## src/rtl/maze_solver_ctrl_if.sv

```systemverilog
// Control/status bundle between the maze-solver sequencer (master) and the
// datapath plus host side (slave).
interface maze_solver_ctrl_if;
   logic       start;
   logic       mem_blk;
   logic       end_pos;
   logic       s_empty;
   logic       cout;
   logic       queue_done;
   logic [1:0] dir_out;
   logic [1:0] sel;
   logic       ld;
   logic       rd;
   logic       wr;
   logic       push;
   logic       pop;
   logic       qshift;
   logic       show_move;
   logic       rst_xy;
   logic       rst_stack;
   logic       rst_queue;
   logic       busy;
   logic       done;
   logic       fail;

   modport master (
      input  start, mem_blk, end_pos, s_empty, cout, queue_done, dir_out,
      output sel, ld, rd, wr, push, pop, qshift, show_move, rst_xy, rst_stack, rst_queue,
             busy, done, fail
   );

   modport slave (
      output start, mem_blk, end_pos, s_empty, cout, queue_done, dir_out,
      input  sel, ld, rd, wr, push, pop, qshift, show_move, rst_xy, rst_stack, rst_queue,
             busy, done, fail
   );
endinterface

```

## src/rtl/maze_solver_ctrl.sv

```systemverilog
// Sequencer for the maze-solver datapath: depth-first search from (0,0) to (15,15) with a
// direction stack, then a move-by-move replay of the found path through the queue port.
module maze_solver_ctrl #(
   parameter int unsigned STEP_LIMIT = 4096,
   parameter int unsigned SHOW_HOLD  = 1
) (
   input logic                clk,
   input logic                rst,
   maze_solver_ctrl_if.master bus
);
   localparam int unsigned StepW = $clog2(STEP_LIMIT) + 1;
   localparam int unsigned HoldW = (SHOW_HOLD > 1) ? $clog2(SHOW_HOLD) : 1;
   localparam logic [StepW-1:0] StepMax  = StepW'(STEP_LIMIT);
   localparam logic [HoldW-1:0] HoldLast = HoldW'(SHOW_HOLD - 1);

   typedef enum logic [3:0] {
      StIdle, StInit, StMark, StCheck, StProbe, StAdvance, StNext, StBack, StBmove,
      StShowLd, StShowCur, StShowSh, StShowChk, StDone, StFail
   } state_e;

   state_e           state_q, state_d;
   logic [1:0]       dir_q, dir_d;
   logic [StepW-1:0] steps_q, steps_d, steps_inc;
   logic [HoldW-1:0] hold_q, hold_d;
   logic             limit_hit;

   logic [1:0] sel_q;
   logic       ld_q, rd_q, wr_q, push_q, pop_q, qshift_q, show_q;
   logic       rst_xy_q, rst_stack_q, rst_queue_q, busy_q, done_q, fail_q;

   assign steps_inc = (steps_q == '1) ? steps_q : steps_q + 1'b1;
   assign limit_hit = (steps_inc >= StepMax);

   always_comb begin
      state_d = state_q;
      dir_d   = dir_q;
      steps_d = steps_q;
      hold_d  = hold_q;
      case (state_q)
         StIdle, StDone, StFail: if (bus.start) state_d = StInit;
         StInit: begin
            dir_d   = 2'd0;
            steps_d = '0;
            state_d = StMark;
         end
         StMark: state_d = StCheck;
         StCheck: begin
            if (bus.end_pos) begin
               state_d = StShowLd;
            end else begin
               dir_d   = 2'd0;
               state_d = StProbe;
            end
         end
         // cout and mem_blk both reject the candidate; no separate priority path needed.
         StProbe: state_d = (bus.cout || bus.mem_blk) ? StNext : StAdvance;
         StAdvance: begin
            steps_d = steps_inc;
            state_d = limit_hit ? StFail : StMark;
         end
         StNext: begin
            if (dir_q == 2'd3) begin
               state_d = StBack;
            end else begin
               dir_d   = dir_q + 2'd1;
               state_d = StProbe;
            end
         end
         StBack: state_d = bus.s_empty ? StFail : StBmove;
         StBmove: begin
            steps_d = steps_inc;
            if (limit_hit) begin
               state_d = StFail;
            end else if (bus.dir_out == 2'd3) begin
               state_d = StBack;
            end else begin
               dir_d   = bus.dir_out + 2'd1;
               state_d = StProbe;
            end
         end
         StShowLd: begin
            hold_d  = '0;
            state_d = bus.s_empty ? StDone : StShowCur;
         end
         StShowCur: begin
            if (hold_q == HoldLast) begin
               state_d = StShowSh;
            end else begin
               hold_d = hold_q + 1'b1;
            end
         end
         StShowSh: state_d = StShowChk;
         StShowChk: begin
            hold_d  = '0;
            state_d = bus.queue_done ? StDone : StShowCur;
         end
         default: state_d = StIdle;
      endcase
   end

   // Outputs are registered from the next state so they line up with the state they belong to.
   always_ff @(posedge clk) begin
      if (rst) begin
         state_q     <= StIdle;
         dir_q       <= '0;
         steps_q     <= '0;
         hold_q      <= '0;
         sel_q       <= '0;
         ld_q        <= 1'b0;
         rd_q        <= 1'b0;
         wr_q        <= 1'b0;
         push_q      <= 1'b0;
         pop_q       <= 1'b0;
         qshift_q    <= 1'b0;
         show_q      <= 1'b0;
         rst_xy_q    <= 1'b0;
         rst_stack_q <= 1'b0;
         rst_queue_q <= 1'b0;
         busy_q      <= 1'b0;
         done_q      <= 1'b0;
         fail_q      <= 1'b0;
      end else begin
         state_q     <= state_d;
         dir_q       <= dir_d;
         steps_q     <= steps_d;
         hold_q      <= hold_d;
         sel_q       <= (state_d inside {StProbe, StAdvance}) ? dir_d : 2'b00;
         ld_q        <= state_d inside {StAdvance, StBmove};
         rd_q        <= (state_d == StProbe);
         wr_q        <= (state_d == StMark);
         push_q      <= (state_d == StAdvance);
         // The stack is stable across the edge into BACK, so its empty flag is already final.
         pop_q       <= (state_d == StBack) && !bus.s_empty;
         qshift_q    <= (state_d == StShowSh);
         show_q      <= (state_d == StShowCur);
         rst_xy_q    <= (state_d == StInit);
         rst_stack_q <= (state_d == StInit);
         rst_queue_q <= (state_d == StInit) || (state_d == StShowLd);
         busy_q      <= !(state_d inside {StIdle, StDone, StFail});
         done_q      <= (state_d == StDone);
         fail_q      <= (state_d == StFail);
      end
   end

   // The popped or replayed direction only arrives from the stack during the state that uses it.
   always_comb begin
      case (state_q)
         StBmove:   bus.sel = ~bus.dir_out;
         StShowCur: bus.sel = bus.dir_out;
         default:   bus.sel = sel_q;
      endcase
   end

   assign bus.ld        = ld_q;
   assign bus.rd        = rd_q;
   assign bus.wr        = wr_q;
   assign bus.push      = push_q;
   assign bus.pop       = pop_q;
   assign bus.qshift    = qshift_q;
   assign bus.show_move = show_q;
   assign bus.rst_xy    = rst_xy_q;
   assign bus.rst_stack = rst_stack_q;
   assign bus.rst_queue = rst_queue_q;
   assign bus.busy      = busy_q;
   assign bus.done      = done_q;
   assign bus.fail      = fail_q;
endmodule

```

## src/flat_wrapper.sv

```systemverilog
// flat-port wrapper written by rule: the top's interface ports become plain ports
module maze_solver_ctrl_flat 
#(
   parameter int unsigned STEP_LIMIT = 4096,
   parameter int unsigned SHOW_HOLD  = 1
)
  (clk, rst, bus_start, bus_mem_blk, bus_end_pos, bus_s_empty, bus_cout, bus_queue_done, bus_dir_out, bus_sel, bus_ld, bus_rd, bus_wr, bus_push, bus_pop, bus_qshift, bus_show_move, bus_rst_xy, bus_rst_stack, bus_rst_queue, bus_busy, bus_done, bus_fail);
  maze_solver_ctrl_if bus_i ();
  input logic clk;
  input logic rst;
  input wire logic [$bits(bus_i.start)-1:0] bus_start;
  input wire logic [$bits(bus_i.mem_blk)-1:0] bus_mem_blk;
  input wire logic [$bits(bus_i.end_pos)-1:0] bus_end_pos;
  input wire logic [$bits(bus_i.s_empty)-1:0] bus_s_empty;
  input wire logic [$bits(bus_i.cout)-1:0] bus_cout;
  input wire logic [$bits(bus_i.queue_done)-1:0] bus_queue_done;
  input wire logic [$bits(bus_i.dir_out)-1:0] bus_dir_out;
  output wire logic [$bits(bus_i.sel)-1:0] bus_sel;
  output wire logic [$bits(bus_i.ld)-1:0] bus_ld;
  output wire logic [$bits(bus_i.rd)-1:0] bus_rd;
  output wire logic [$bits(bus_i.wr)-1:0] bus_wr;
  output wire logic [$bits(bus_i.push)-1:0] bus_push;
  output wire logic [$bits(bus_i.pop)-1:0] bus_pop;
  output wire logic [$bits(bus_i.qshift)-1:0] bus_qshift;
  output wire logic [$bits(bus_i.show_move)-1:0] bus_show_move;
  output wire logic [$bits(bus_i.rst_xy)-1:0] bus_rst_xy;
  output wire logic [$bits(bus_i.rst_stack)-1:0] bus_rst_stack;
  output wire logic [$bits(bus_i.rst_queue)-1:0] bus_rst_queue;
  output wire logic [$bits(bus_i.busy)-1:0] bus_busy;
  output wire logic [$bits(bus_i.done)-1:0] bus_done;
  output wire logic [$bits(bus_i.fail)-1:0] bus_fail;
  assign bus_i.start = bus_start;
  assign bus_i.mem_blk = bus_mem_blk;
  assign bus_i.end_pos = bus_end_pos;
  assign bus_i.s_empty = bus_s_empty;
  assign bus_i.cout = bus_cout;
  assign bus_i.queue_done = bus_queue_done;
  assign bus_i.dir_out = bus_dir_out;
  assign bus_sel = bus_i.sel;
  assign bus_ld = bus_i.ld;
  assign bus_rd = bus_i.rd;
  assign bus_wr = bus_i.wr;
  assign bus_push = bus_i.push;
  assign bus_pop = bus_i.pop;
  assign bus_qshift = bus_i.qshift;
  assign bus_show_move = bus_i.show_move;
  assign bus_rst_xy = bus_i.rst_xy;
  assign bus_rst_stack = bus_i.rst_stack;
  assign bus_rst_queue = bus_i.rst_queue;
  assign bus_busy = bus_i.busy;
  assign bus_done = bus_i.done;
  assign bus_fail = bus_i.fail;
  maze_solver_ctrl #(.STEP_LIMIT(STEP_LIMIT), .SHOW_HOLD(SHOW_HOLD)) u_core (.clk(clk), .rst(rst), .bus(bus_i));
endmodule
```

## config.mk

```make
export PLATFORM = sky130hd
export DESIGN_NAME = maze_solver_ctrl_flat
export DESIGN_NICKNAME = d
export VERILOG_FILES = /design/src/rtl/maze_solver_ctrl_if.sv /design/src/rtl/maze_solver_ctrl.sv /design/src/flat_wrapper.sv
export SDC_FILE = /design/constraint.sdc
export NUM_CORES = 1
export LEC_CHECK = 0
export ABC_AREA = 1
export CELL_PAD_IN_SITES_DETAIL_PLACEMENT = 0
export CELL_PAD_IN_SITES_GLOBAL_PLACEMENT = 1
export CORE_ASPECT_RATIO = 1.5
export CORE_MARGIN = 4
export CORE_UTILIZATION = 39
export CTS_CLUSTER_SIZE = 24
export DETAILED_ROUTE_END_ITERATION = 8
export GPL_TIMING_DRIVEN = 0
export PLACE_DENSITY_LB_ADDON = 0.1
export SYNTH_ARGS = -nofsm -noshare
export SYNTH_HDL_FRONTEND = slang
export SYNTH_SLANG_ARGS = --single-unit
```

## constraint.sdc

```tcl
create_clock -name clk -period 2.35 [get_ports clk]
set_input_delay 0.5875 -clock clk [delete_from_list [all_inputs] [get_ports clk]]
set_output_delay 0.5875 -clock clk [all_outputs]
set_load 0.01 [all_outputs]
```

[Word level (Yosys, flattened, before mapping)]
Index checks and enable logic that the tools add are counted.
Word-level totals
  register bits after elaboration: 34
  memory bits (writable): 0
  logic and storage cells: 90
  latch bits: 0
  output and inout bits: 15
  memories: 0
  bits in read-only memories: 0
Cells by class
  order comparisons: 1
  shift operators: 0
  reductions and logical operators: 16
  equal/unequal tests: 28
  add/subtract/negate cells: 4
  multipliers: 0
  div/mod/pow operators: 0
  bitwise logic cells: 2
  multiplexer cells: 22
Operators with widths (number)
  $eq A4 B4 Y1 const B: 13
  $pmux W4 S13: 1
  $eq A4 B3 Y1 const B: 7
  $pmux W13 S2: 1
  $mux W4: 5
  $mux W2: 7
  $add A13 B1 Y13 const B: 1
  $eq A13 B13 Y1 const B: 1
  $ge A13 B13 Y1 const B: 1
  $mux W13: 1
  $eq A4 B2 Y1 const B: 3
  $mux W3: 3
  $eq A4 B1 Y1 const B: 2
  $logic_not A4 Y1: 2
  $pmux W2 S4: 1
  $reduce_bool A2 Y1: 4
  $reduce_or A2 Y1: 3
  $add A2 B1 Y2 const B: 2
  $eq A2 B2 Y1 const B: 2
  $pmux W2 S2: 1
  $reduce_bool A3 Y1: 1
  $reduce_or A3 Y1: 1
  $logic_not A1 Y1: 2
  $logic_or A1 B1 Y1: 2
  other kinds (6): 6

[Logic depth before layout (Yosys ltp)]
  depth after elaboration: 9
  gate-level depth with buffers: 13
  mapped depth without buffers: 13

[Least setup slack after synthesis]
No wires, ideal clock.
  kind: register to output
  from: register u_core.state_q[3]
  to: output port bus_sel[0]
  stages on the path, launching flop included: 5
  arrival: 1066 ps
  slack: 696 ps
  buffers on the path: 0
  cells stage by stage: dfxtp_1 -> inv_2 -> nor2_4 -> nand2_1 -> a221o_1
Between the ends
  cells in the longest elaborated chain, start to end: 2
  elaborated cells on any way between the ends: 3
RTL lines
  start, declared: line maze_solver_ctrl.sv:21  | state_e state_q, state_d;
  start signal, assigned: line maze_solver_ctrl.sv:104  | state_q <= StIdle;
  start signal, assigned: line maze_solver_ctrl.sv:123  | state_q <= state_d;
  $eq A4 B4 Y1: line maze_solver_ctrl.sv:147  | case (state_q)
  $pmux W2 S2 (*): line maze_solver_ctrl.sv:147
  end, declared: line flat_wrapper.sv:18  | output wire logic [$bits(bus_i.sel)-1:0] bus_sel;
Every way passes the cells marked *; elsewhere a longest branch is shown, timed or not.

[Worst setup path after layout]
Same ends and word-level chain as after synthesis.

==> impl_metrics.toml <==
[route]
post_drt_wl_per_cell_um = 13.2
drc = 0
wl_mm = 5.25
ant_nets = 0
via_per_inst = 4.91
first_iter_violations = 57
dr.pass1.iters = 4
num_vias = 1960

[setup_path]
path_class = "reg2out"
r2r_cells = 9
r2r_end = "u_core.steps_q[8]$_SDFFE_PP0P_"
end_kind = "primary output"
cpMaxStageDelayCell = "dfxtp_2"
crit_family = "flip-flops"
rrSetupSlack_ps = 360
cp_cell_sequence = "inv_2 -> nor2_4 -> nand2_1 -> a221o_1 -> dlygate4sd2_1"
slowest_delay_ps = 410
timing.rr.start = "u_core.steps_q[0]$_SDFFE_PP0P_"
critPathArrivalTime_ps = 1670
path_buf_inv = 2
path_max_fanout = 5
cp-start-kind = "flip-flop"
critPathRequiredTime_ps = 1760

[timing]
fin_crit_sh_pct = 95.9
setup_tns_ps = 0
drv_slew = 0
clock_skew_ps = 13.2
setup_viol = 0
setup_ws_ps = 96.8
max_clock_freq_ghz = 0.444
max_slew_margin_pct = 53.7
max_slew.worst_pin.slew_ps = 695
whs_ps = 470
final_hold_viol_count = 0
rsz0062_at_grt = "false"
min_period_ps = 2250

[logic_synthesis]
yosysTopAreaCellShare_pct = 33.6
synth_area_um2 = 1970
postSynthAreaPerCell_um2 = 6.53
async_reset_ff_share_pct = 0
yosysUniqueCellTypes = 32
yosys.area.top_type = "dfxtp_1"
yosys-top-cells-area = "dfxtp_1 34%, nand2_1 15%, nor2_1 7.6%"
ys_warn_count = 0
synth_commonest_cells = "76 x nand2_1, 40 x nor2_1, 37 x inv_1"
synth-seq-cells = 33
yosysMostFrequentCell = "nand2_1"
syn_inst = 301
synth_edf_count = 0
yosysSeqAreaShare_pct = 33.6
postSynth.topFlopCell = "dfxtp_1"
synth.net_count = 313

[floorplan]
pin_count = 25
initial_core_util_pct = 40.5
die_h_um = 95.0
dieArea_um2 = 6260
fp.dieW_um = 66.0
design.core.area_um2 = 4850
num_rows = 31

[power]
powerDensity_nw_per_um2 = 875
ir_drop_uv = 374
p_leak_nw = 1.06
total_power_mw = 2.12

[grt]
grt_pass1_wl_mm = 8.99
grt_usage_pct = 19.2
grt_pass1_vias = 2014
gr-total-overflow = 0
antenna_found_initial = 0
grt_max_degree = 11

[clocking]
cts_buffers = 5
cts_tree = "yes"
hold_buffers = 0
clock_latency_ps = 290
post-cts-setup-buffer-count = 0
clk_path_buf_depth = 2
cts_root_buf = "clkbuf_8"
clk_pin_slew_ps = 80
h-tree-depth = 2
cts_sinks = 33

[placement]
io_buffers = 24
place_ws_ps = -172
gp_congestion = 0.902
hpwl_mm = 4.23

[finish]
antennaDiodeCount = 0
fin_util_pct = 49.9
syn_to_final_growth_pct = 23.1
final_nets = 344
drive_above_1_share_pct = 15.0

[min_path]
min_to = "u_core.steps_q[12]$_SDFFE_PP0P_"
whs_path_depth = 2
hold_start = "u_core.steps_q[12]$_SDFFE_PP0P_"
hold_path_class = "reg2reg"

[job]
maxCapViolCount = 0

[run_status]
status = "finished, final reports clean"
==> report_power, final <==
part	switching, mW	total [mW]	internal [mW]	leakage, nW
Sequential	0.0603	0.681	0.621	0.268
Clock	0.221	0.567	0.346	0.0585
Combinational	0.557	0.870	0.313	0.731
==> flip-flops by register name (all words and copies together) (netlist names) <==
signal	count
u_core.bus.busy	1
u_core.bus.done	1
u_core.bus.fail	1
u_core.bus.ld	1
u_core.bus.pop	1
u_core.bus.push	1
u_core.bus.qshift	1
u_core.bus.rd	1
u_core.bus.rst_queue	1
u_core.bus.rst_xy	1
u_core.bus.show_move	1
u_core.bus.wr	1
u_core.dir_q	2
u_core.sel_q	2
u_core.state_q	4
u_core.steps_q	13
==> cell usage in the layout (no fill, tap or decap), types with 2 or more instances in the layout <==
| cell type | synthesis | final |
|---|---|---|
| a211oi_1 | 2 | 2 |
| a21oi_1 | 14 | 14 |
| buf_4 | 2 | 2 |
| clkbuf_1 | 2 | 3 |
| clkbuf_8 | 0 | 6 |
| clkdlybuf4s50_1 | 0 | 21 |
| dfxtp_1 | 33 | 31 |
| dfxtp_2 | 0 | 2 |
| dlygate4sd2_1 | 0 | 2 |
| ha_1 | 2 | 2 |
| inv_1 | 37 | 37 |
| inv_2 | 5 | 5 |
| nand2_1 | 76 | 76 |
| nand2_2 | 11 | 11 |
| nand3_1 | 19 | 19 |
| nand3_2 | 3 | 3 |
| nand4_1 | 8 | 8 |
| nor2_1 | 40 | 39 |
| nor2_2 | 9 | 8 |
| nor2_4 | 5 | 7 |
| nor3_1 | 3 | 3 |
| o21ai_0 | 12 | 12 |
| o21ai_2 | 2 | 2 |
| or2_2 | 2 | 2 |
| xnor2_1 | 3 | 3 |
==> layout make-up <==
type / count / area (um^2)
Clock buffer: 7 / 86.3
Fill cell: 540 / 2430
Buffer: 4 / 22.5
Clock inverter: 1 / 30.0
Sequential cell: 33 / 663
Timing Repair Buffer: 24 / 240
Multi-Input combinational cell: 221 / 1130
Tap cell: 66 / 82.6
Inverter: 43 / 161
==> worst max-delay path by stage <==
stage | startpoint | endpoint | depth (start not counted)
finish | u_core.state_q[3]$_SDFF_PP0_ | bus_sel[0] | 5
global route | u_core.state_q[3]$_SDFF_PP0_ | bus_sel[0] | 5
CTS | bus_dir_out[0] | bus_sel[0] | 4
detailed placement | bus_dir_out[0] | bus_sel[0] | 4
global placement | bus_dir_out[0] | bus_sel[0] | 4
floorplan | u_core.state_q[3]$_SDFF_PP0_ | bus_sel[0] | 4
==> timing repair <==
item | in CTS | in global routing
endpoints found under the setup margin | 2 | 1
endpoints found under the hold margin | 0 | 0
gates resized for setup | 6 | 2
==> metal layers <==
metal	up-vias	global-route usage [%]	wire (um)
met5	-	0	0
met4	0	12.2	267
met3	23	3.69	160
met2	41	36.3	2890
met1	880	18.2	1930
li1	1016	-	-
==> tightest hold or removal path, delay by kind of cell, from the launching register on <==
family	cells	cell delay, ps
AND/OR/NAND/NOR	1	60
AO/OA/AOI/OAI	1	50
flip-flops	1	320
==> cell families (layout without fill, tap and decap cells) <==
| kind of cell | after synthesis | in the layout | synth area share (%) |
|---|---|---|---|
| compound gates | 36 | 36 | 10.6 |
| xor+xnor | 4 | 4 | 1.78 |
| fa+ha+maj | 2 | 2 | 1.27 |
| buf+inv | 47 | 79 | 9.36 |
| flops | 33 | 33 | 33.6 |
| simple gates | 179 | 179 | 43.4 |
==> metrics by stage <==
step / std cells / area (um^2)
global route: 399 / 2420
floorplan: 301 / 1970
detailed placement: 391 / 2290
global placement: 391 / 2290
CTS: 399 / 2420
finish: 399 / 2420
No activity file was read; power rests on OpenSTA's default activity.
